[src/rtl/rm_violation_reporter.sv]
// Runtime-monitor violation sink: sticky per-lane records, round-robin
// arbitration into a small report FIFO with per-lane release pulses.
module rm_violation_reporter #(
  parameter int NUM_LANES  = 7,
  parameter int NUM_RULES  = 10,
  parameter int FIFO_DEPTH = 4
) (
  input  logic                                clk_i,
  input  logic                                rst_ni,
  input  logic                                flush_i,
  input  logic [NUM_LANES-1:0][NUM_RULES-1:0] monitor_i,
  input  logic [NUM_LANES-1:0]                lane_reset_i,
  output logic                                report_valid_o,
  input  logic                                report_ready_i,
  output logic [$clog2(NUM_LANES)-1:0]        report_lane_o,
  output logic [NUM_RULES-1:0]                report_vec_o,
  output logic [$clog2(NUM_RULES)-1:0]        report_rule_o,
  output logic [NUM_LANES-1:0]                lane_release_o,
  output logic [NUM_LANES-1:0]                pending_o,
  output logic [15:0]                         coalesce_cnt_o
);

  localparam int LW = $clog2(NUM_LANES);
  localparam int RW = $clog2(NUM_RULES);
  localparam int PW = $clog2(FIFO_DEPTH);
  localparam logic [PW:0] DEPTH_C = (PW+1)'(FIFO_DEPTH);
  localparam logic [LW-1:0] LAST_C = LW'(NUM_LANES - 1);

  logic [NUM_LANES-1:0][NUM_RULES-1:0] pend_vec;
  logic [NUM_LANES-1:0] cand;
  logic [NUM_LANES-1:0] sel_oh;
  logic [NUM_LANES-1:0] coal;
  logic [LW-1:0]        rr_ptr;
  logic [LW-1:0]        sel;
  logic                 found;
  logic                 push;
  logic                 pop;
  int                   idx;

  logic [LW-1:0]        mem_lane [FIFO_DEPTH];
  logic [NUM_RULES-1:0] mem_vec  [FIFO_DEPTH];
  logic [PW-1:0]        wr_ptr;
  logic [PW-1:0]        rd_ptr;
  logic [PW:0]          count;
  logic [16:0]          cnt_sum;

  always_comb begin
    for (int l = 0; l < NUM_LANES; l++) begin
      pending_o[l] = |pend_vec[l];
    end
  end

  assign cand = pending_o & ~lane_reset_i;

  // First candidate at or after rr_ptr, wrapping.
  always_comb begin
    found = 1'b0;
    sel   = '0;
    idx   = 0;
    for (int i = 0; i < NUM_LANES; i++) begin
      idx = int'(rr_ptr) + i;
      if (idx >= NUM_LANES) idx = idx - NUM_LANES;
      if (!found && cand[idx]) begin
        found = 1'b1;
        sel   = LW'(idx);
      end
    end
  end

  assign report_valid_o = (count != '0);
  assign pop  = report_valid_o & report_ready_i & ~flush_i;
  assign push = found & ~flush_i & ((count < DEPTH_C) | pop);

  always_comb begin
    sel_oh = '0;
    if (push) sel_oh[sel] = 1'b1;
  end

  always_comb begin
    for (int l = 0; l < NUM_LANES; l++) begin
      coal[l] = pending_o[l] & ~sel_oh[l] & ~lane_reset_i[l] &
                (|(monitor_i[l] & ~pend_vec[l]));
    end
  end

  always_comb begin
    cnt_sum = {1'b0, coalesce_cnt_o};
    for (int l = 0; l < NUM_LANES; l++) begin
      if (coal[l]) cnt_sum = cnt_sum + 17'd1;
    end
  end

  always_ff @(posedge clk_i or negedge rst_ni) begin
    if (!rst_ni) begin
      pend_vec <= '0;
    end else begin
      for (int l = 0; l < NUM_LANES; l++) begin
        if (flush_i)              pend_vec[l] <= '0;
        else if (lane_reset_i[l]) pend_vec[l] <= monitor_i[l];
        else if (sel_oh[l])       pend_vec[l] <= monitor_i[l];
        else pend_vec[l] <= pend_vec[l] | monitor_i[l];
      end
    end
  end

  always_ff @(posedge clk_i or negedge rst_ni) begin
    if (!rst_ni) begin
      rr_ptr         <= '0;
      lane_release_o <= '0;
      coalesce_cnt_o <= '0;
    end else begin
      lane_release_o <= sel_oh;
      coalesce_cnt_o <= cnt_sum[16] ? 16'hFFFF : cnt_sum[15:0];
      if (flush_i)   rr_ptr <= '0;
      else if (push) rr_ptr <= (sel == LAST_C) ? '0 : sel + 1'b1;
    end
  end

  always_ff @(posedge clk_i or negedge rst_ni) begin
    if (!rst_ni) begin
      wr_ptr <= '0;
      rd_ptr <= '0;
      count  <= '0;
      for (int e = 0; e < FIFO_DEPTH; e++) begin
        mem_lane[e] <= '0;
        mem_vec[e]  <= '0;
      end
    end else if (flush_i) begin
      wr_ptr <= '0;
      rd_ptr <= '0;
      count  <= '0;
    end else begin
      if (push) begin
        mem_lane[wr_ptr] <= sel;
        mem_vec[wr_ptr]  <= pend_vec[sel];
        wr_ptr           <= wr_ptr + 1'b1;
      end
      if (pop) rd_ptr <= rd_ptr + 1'b1;
      case ({push, pop})
        2'b10:   count <= count + 1'b1;
        2'b01:   count <= count - 1'b1;
        default: count <= count;
      endcase
    end
  end

  assign report_lane_o = report_valid_o ? mem_lane[rd_ptr] : '0;
  assign report_vec_o  = report_valid_o ? mem_vec[rd_ptr]  : '0;

  // Lowest set bit wins: scan downward so the last hit is the lowest.
  always_comb begin
    report_rule_o = '0;
    for (int r = NUM_RULES - 1; r >= 0; r--) begin
      if (report_vec_o[r]) report_rule_o = RW'(r);
    end
  end

endmodule
[config.mk]
export PLATFORM = sky130hd
export DESIGN_NAME = rm_violation_reporter
export DESIGN_NICKNAME = d
export VERILOG_FILES = /design/src/rtl/rm_violation_reporter.sv
export SDC_FILE = /design/constraint.sdc
export NUM_CORES = 1
export LEC_CHECK = 0
export CAP_MARGIN = 10
export CORE_MARGIN = 5
export CORE_UTILIZATION = 47
export CTS_BUF_LIST = sky130_fd_sc_hd__clkbuf_2 sky130_fd_sc_hd__clkbuf_4 sky130_fd_sc_hd__clkbuf_8
export CTS_CLUSTER_DIAMETER = 200
export DETAILED_ROUTE_END_ITERATION = 6
export GPL_TIMING_DRIVEN = 0
export PLACE_DENSITY = 0.83
export SLEW_MARGIN = 10
export SYNTH_ARGS = -nofsm -noshare
export SYNTH_HDL_FRONTEND = slang
export SYNTH_SLANG_ARGS = --single-unit
export TNS_END_PERCENT = 100
[constraint.sdc]
create_clock -name clk_i -period 9 [get_ports clk_i]
set_input_delay 1.8 -clock clk_i [delete_from_list [all_inputs] [get_ports clk_i]]
set_output_delay 1.8 -clock clk_i [all_outputs]
set_load 0.02 [all_outputs]
# Word level (Yosys, flattened, before mapping)
# Cells that the tools add are included.
# W data, S select, Z words.
[totals] reg_bits=155 rom_bits=0 latchBits=0 mem_bits_rw=0 inputBits=81 mem_count=0 out_inout_bits=48
[classes] n_lt_le_gt_ge=20 shifts=0 addsub=25 mul=0 reduce_logical=33 bitwise_logic=66 n_eq_ne=3 n_div=0 mux=109
[ops] cell="$mux W10" count=26
[ops] cell="$lt A32 B5 Y1 const B" count=7
[ops] cell="$mux W32" count=7
[ops] cell="$reduce_or A10 Y1" count=14
[ops] cell="$mux W17" count=7
[ops] cell="$add A17 B1 Y17 const B" count=6
[ops] cell="$and A10 B10 Y10" count=7
[ops] cell="$not A10 Y10" count=7
[ops] cell="$or A10 B10 Y10" count=7
[ops] cell="$mux W3" count=15
[ops] cell="$bwmux W40" count=1
[ops] cell="$mux W4" count=10
[ops] cell="$bmux W10 S3" count=1
[ops] cell="$sub A4 B3 Y5 const B" count=6
[ops] cell="$and A1 B1 Y1" count=25
[ops] cell="$ge A4 B3 Y1 const B" count=6
[ops] cell="$mux W1" count=22
[ops] cell="$bmux W1 S3" count=7
[ops] cell="$bmux W10 S2" count=1
[ops] cell="$demux W10 S2" count=1
[ops] cell="$add A16 B1 Y17 const B" count=1
[ops] cell="$mux W16" count=1
[ops] cell="$not A1 Y1" count=15
[ops] cell="$add A3 B3 Y4 const B" count=3
[ops] cell="30 further kinds" count=53

# Logic depth before layout (Yosys ltp)
[depth] word_depth=47 mapped_depth=43 ltp_nobuf=35

# Least setup slack after synthesis
# Ideal clock, no wire load.
[synth_timing] path_kind="in2reg" start="in lane_reset_i[5]" end="reg coalesce_cnt_o[11]" cell_stages=31 t_arrival_ns=9.001 path_slack_ns=-0.066 setup_ns=0.065 path_buffers=3 required_ns=8.935 cell_sequence="a31oi_1 nor4_1 nor4_2 a211oi_4 and4_1 a31oi_1 a21o_1 buf_2 a31oi_1 buf_2 mux2_1 ha_1 mux2_2 ha_1 mux2_2 ha_1 mux2_2 ha_1 mux2_2 ha_1 mux2_2 ha_1 nand2_1 nor3_1 nand2_1 or3_1 a211oi_2 nand3_2 o311a_4 buf_6 nand2_2"
[synth_via] elab_chain_cells=47
[synth_lines] element="start: declaration" line_no="12" text="input logic [NUM_LANES-1:0] lane_reset_i,"
[synth_lines] element="$not A7 Y7" line_no="53" text="assign cand = pending_o & ~lane_reset_i;"
[synth_lines] element="$and A7 B7 Y7" line_no="53"
[synth_lines] element="$bmux W1 S3" line_no="63" text="if (!found && cand[idx]) begin"
[synth_lines] element="$mux W1 (implied by the code) (2 in series)" line_no="63"
[synth_lines] element="$mux W1" line_no="63"
[synth_lines] element="$logic_not A1 Y1" line_no="63"
[synth_lines] element="$logic_and A1 B1 Y1" line_no="63"
[synth_lines] element="$mux W1" line_no="63"
[synth_lines] element="(+30 left out)"
[synth_lines] element="$mux W17" line_no="89" text="if (coal[l]) cnt_sum = cnt_sum + 17'd1;"
[synth_lines] element="$add A17 B1 Y17" line_no="89"
[synth_lines] element="$mux W17" line_no="89"
[synth_lines] element="$add A17 B1 Y17" line_no="89"
[synth_lines] element="$mux W17" line_no="89"
[synth_lines] element="$add A17 B1 Y17" line_no="89"
[synth_lines] element="$mux W17 *" line_no="89"
[synth_lines] element="$mux W16 *" line_no="113" text="coalesce_cnt_o <= cnt_sum[16] ? 16'hFFFF : cnt_sum[15:0];"
[synth_lines] element="end signal: assignment" line_no="113"
[synth_lines] element="end: declaration" line_no="20" text="output logic [15:0] coalesce_cnt_o"
# Mark *: on every way between the ends. The rest lies on a longest branch, timed or not. The select of a mux whose other input is x is not followed.
# A chain may end at the register's enable or synchronous reset.

# Worst setup path in the final report
[layout_timing] start="reg rr_ptr[0]" end="reg coalesce_cnt_o[9]"
[layout_via] elab_chain_cells=47
[layout_lines] element="start: declaration" line_no="33" text="logic [LW-1:0] rr_ptr;"
[layout_lines] element="start signal: assignment" line_no="115" text="else if (push) rr_ptr <= (sel == LAST_C) ? '0 : sel + 1'b1;"
[layout_lines] element="parallel branches: the longest is 28 deep, another holds $sub A4 B3 Y5"
[layout_lines] element="$mux W7 *" line_no="76" text="if (push) sel_oh[sel] = 1'b1;"
[layout_lines] element="$not A1 Y1" line_no="81" text="coal[l] = pending_o[l] & ~sel_oh[l] & ~lane_reset_i[l] &"
[layout_lines] element="$and A1 B1 Y1 (3 in series)" line_no="81"
[layout_lines] element="$mux W17" line_no="89"
[layout_lines] element="$add A17 B1 Y17" line_no="89"
[layout_lines] element="$mux W17" line_no="89"
[layout_lines] element="$add A17 B1 Y17" line_no="89"
[layout_lines] element="(+2 left out)"
[layout_lines] element="$mux W17" line_no="89"
[layout_lines] element="$add A17 B1 Y17" line_no="89"
[layout_lines] element="$mux W17" line_no="89"
[layout_lines] element="$add A17 B1 Y17" line_no="89"
[layout_lines] element="$mux W17" line_no="89"
[layout_lines] element="$add A17 B1 Y17" line_no="89"
[layout_lines] element="$mux W17 *" line_no="89"
[layout_lines] element="$mux W16 *" line_no="113"
# Mark *: on every way between the ends. The select of a mux whose other input is x is not followed.

==> reports/results.md <==
| Item | Reported | Unit |
| --- | --- | --- |
| Status | complete, but fails checks | - |
| Violations in the final reports | negative setup slack | - |
| Die W | 172.0 | um |
| Worst Path Max Fanout | 10 | - |
| Final worst setup slack | -0.04921 | ns |
| Number of I/O pins | 129 | - |
| Cell area after synthesis | 0.01234 | mm2 |
| Relative area change from synthesis to final layout | 33.56 | % |
| Wire length of the first global-routing pass | 65370 | um |
| Count of endpoints failing setup in the final report | 13 | - |
| Starting density of the core | 0.4748 | - |
| Die Y | 172.0 | um |
| Path type of the worst setup path | reg -> reg | - |
| Worst path slowest cell | or3_4 | - |
| Sequential cell area fraction in the yosys report | 0.3144 | - |
| Fillers | 1959 | - |
| # port buffers | 128 | - |
| Die area | 0.02959 | mm2 |
| Top cells by instance count after synthesis | nand2_1, dfrtp_1, nor2_1, a21oi_1, inv_1 | - |
| Asr flop ratio synth | 1.000 | - |
| Worst setup slack after placement | -1.675 | ns |
| Insertion delay to the later sink of the worst-skew pair | 0.48 | ns |
| Total routed wirelength | 46830 | um |
| Critical Path Source Type | flip-flop | - |
| Seq cells post-synth | 155 | - |
| CP top delay family | compound AO/OA/AOI/OAI gates | - |
| Net count after synthesis | 1589 | - |
| Routed wirelength normalized by instance count | 22.51 | um |
| Endpoint class of the critical path | flip-flop | - |
| Vias per std cell | 6.636 | - |
| Via count | 13803 | - |
| Clock tree buffer depth | 2 | - |
| Worst hold path type | reg -> reg | - |
| Final weighted congestion of routability-driven global placement | 0.9881 | - |
| Hold Vio Cnt, Final | 0 | - |
| Post-route ant nets | 0 | - |
| Clock Tree Root | clkbuf_8 | - |
| Mean instance size in the synthesized netlist | 8.314 | um2 |
| CP arrival | 9.45 | ns |
| Dominant register cell in the synthesized netlist | dfrtp_1 | - |
| Clock edge transition at the registers on the reported setup and hold paths | 0.10 | ns |
| Starting DRT DRC Count | 1862 | - |
| Number of H-tree levels | 4 | - |
| Number of iterations in the first detailed-routing pass | 7 | - |
| Rows | 59 | - |
| Clock net sink count | 155 | - |
| Remaining Overflow, GRT | 0 | - |
| Ratio of cells with drive above 1 in the final layout | 0.2248 | - |
| Worst slew slack as a fraction of its limit | 0.1849 | - |
| Largest net degree at the start of global routing | 95 | - |
| Synth Instances | 1484 | - |
| Most used standard cell by instance count after synthesis | nand2_1 | - |
| Total clock buffers created by CTS | 17 | - |
| Cell taking the most area after synthesis | dfrtp_1 | - |
| Core box area | 0.02598 | mm2 |
| Least-Margin Pin Slew | 1.207 | ns |
| Fraction of post-synthesis cell area in the top cell type by area | 0.3144 | - |
| Post-CTS Hold Buffers | 0 | - |
| Largest cells by area after synthesis | dfrtp_1, nand2_1, a21oi_1, nor2_1, xnor2_1 | - |
| Upper clock frequency limit | 0.1105 | GHz |
| Number of warnings reported in the yosys synthesis log | 0 | - |
| Overall track demand over capacity in global routing | 0.2743 | - |
| Critical Path Most Common Cell | buf_4 | - |
| Post-route DRC | 0 | - |
| Number of buffer and inverter stages on the critical path | 12 | - |
| Area taken by multi-input logic gates | 0.008961 | mm2 |
| Number of pins exceeding their max-slew limit in the final report | 0 | - |
| Count of cell types in the netlist | 110 | - |
| Max-cap violations | 0 | - |
| Post-layout nets | 1836 | - |
| Number of global-route vias before repair | 12434 | - |
| Number of flops mapped to enable cells by yosys | 0 | - |
| Tmin final | 9.049 | ns |
| Area of all sequential standard cells | 0.003881 | mm2 |
| DP HPWL | 30030 | um |
| Data required, critical path | 9.41 | ns |
| Longest individual stage delay on the worst path | 0.45 | ns |
| Worst Clk Skew | 0.02621 | ns |
| Initial antenna violation count | 0 | - |
| Fin crit share | 1.005 | - |
| Clock tree from TritonCTS | built | - |
==> worst min-delay path, cell delays in order, from the launching register on <==
cell     delay, ns
dfrtp_1       0.35
nand2_1       0.04
o21ai_0       0.06
==> metrics by stage <==
stage | hold slack [ns] | util | std cells | TNS (ns) | instance area (um2)
2_1_floorplan | 0.4446 | - | 1484 | 0 | 12350
3_3_place_gp | 0.4561 | 0.5407 | 1947 | -40.51 | 14050
3_5_place_dp | 0.4655 | 0.5423 | 1948 | -25.61 | 14090
4_1_cts | 0.4907 | 0.5880 | 2024 | 0 | 15280
5_1_grt | 0.5110 | 0.6341 | 2079 | -3.764 | 16480
6_report | 0.4890 | 0.6341 | 2080 | -0.3324 | 16480
==> metal layers <==
metal | up-vias | global-route usage | part of all wire
met5 | - | 0 | 0
met4 | 0 | 0.1152 | 0.064
met3 | 282 | 0.03887 | 0.10
met2 | 1032 | 0.4462 | 0.46
met1 | 6571 | 0.3684 | 0.37
li1 | 5918 | - | -
==> state kept, by name, summed over array words and instances (netlist names) <==
signal          flops
rr_ptr              3
lane_release_o      7
wr_ptr              2
mem_lane           12
coalesce_cnt_o     16
mem_vec            40
rd_ptr              2
count               3
pend_vec           70
==> path summary, 6_finish.rpt <==
check	end	slack (ns)	start	depth (start not counted)
setup / recovery	coalesce_cnt_o[9]$_DFF_PN0_	-0.05	rr_ptr[0]$_DFFE_PN0P_	44
hold / removal	mem_lane[4]$_DFFE_PN0P_	0.49	mem_lane[4]$_DFFE_PN0P_	2
setup reg to reg	coalesce_cnt_o[9]$_DFF_PN0_	-0.05	rr_ptr[0]$_DFFE_PN0P_	44
hold reg to reg	mem_lane[4]$_DFFE_PN0P_	0.49	mem_lane[4]$_DFFE_PN0P_	2
max in group asynchronous	coalesce_cnt_o[0]$_DFF_PN0_	6.87	rst_ni	2
min in group asynchronous	mem_vec[38]$_DFFE_PN0P_	1.25	rst_ni	1
==> cell type report <==
class,count,share of cell area
timing repair buffer,227,0.1266
clock inverter,14,0.009188
tap,335,0.02544
antenna,1,0.0001519
buffer,64,0.02210
clock buffer,18,0.01503
inverter,95,0.02217
multi-input combinational,1171,0.5438
sequential,155,0.2355
==> cell families (layout without fill, tap and decap cells) <==
family,count (synthesis),in the layout,synth area share
and+or+nand+nor,556,557,0.2332
xor gates and xnor gates,101,101,0.07565
AOI/OAI and AO/OA,439,440,0.2452
other,0,1,0
DFF,155,155,0.3144
muxes,48,48,0.05344
buffers and inverters,160,418,0.05233
adders and majority gates,25,25,0.02576
==> repair_timing <==
action / 4_1_cts / 5_1_grt
resized for setup: 89 / 156
pin swaps: 32 / 45
endpoints found under the setup margin: 16 / 16
setup buffers: 44 / 52
cloned: 1 / 3
==> cell usage in the layout, fill, tap and decap left out, types with 9 or more instances in the layout <==
cell and n:
a211oi_1 11, a21o_1 9, a21oi_1 107, a21oi_2 10
a22oi_1 12, a311oi_1 11, a31oi_1 19, a31oi_4 13
and2_1 17, and3_1 11, buf_4 95, clkbuf_1 43
clkbuf_8 18, clkdlybuf4s50_1 120, dfrtp_1 153, ha_1 14
inv_1 91, mux2_2 9, mux2i_1 16, mux4_2 13
nand2_1 155, nand2_2 16, nand2b_1 11, nand3_1 44
nand4_1 17, nor2_1 145, nor3_1 20, nor4_2 17
nor4_4 11, o211ai_1 11, o21ai_0 84, o22ai_1 27
or3_1 10, xnor2_1 53, xnor2_2 10, xor2_1 30
Power is left out: the tool's default activity adds up to more than one toggle a clock period on the data nets, which glitch-free logic cannot reach.
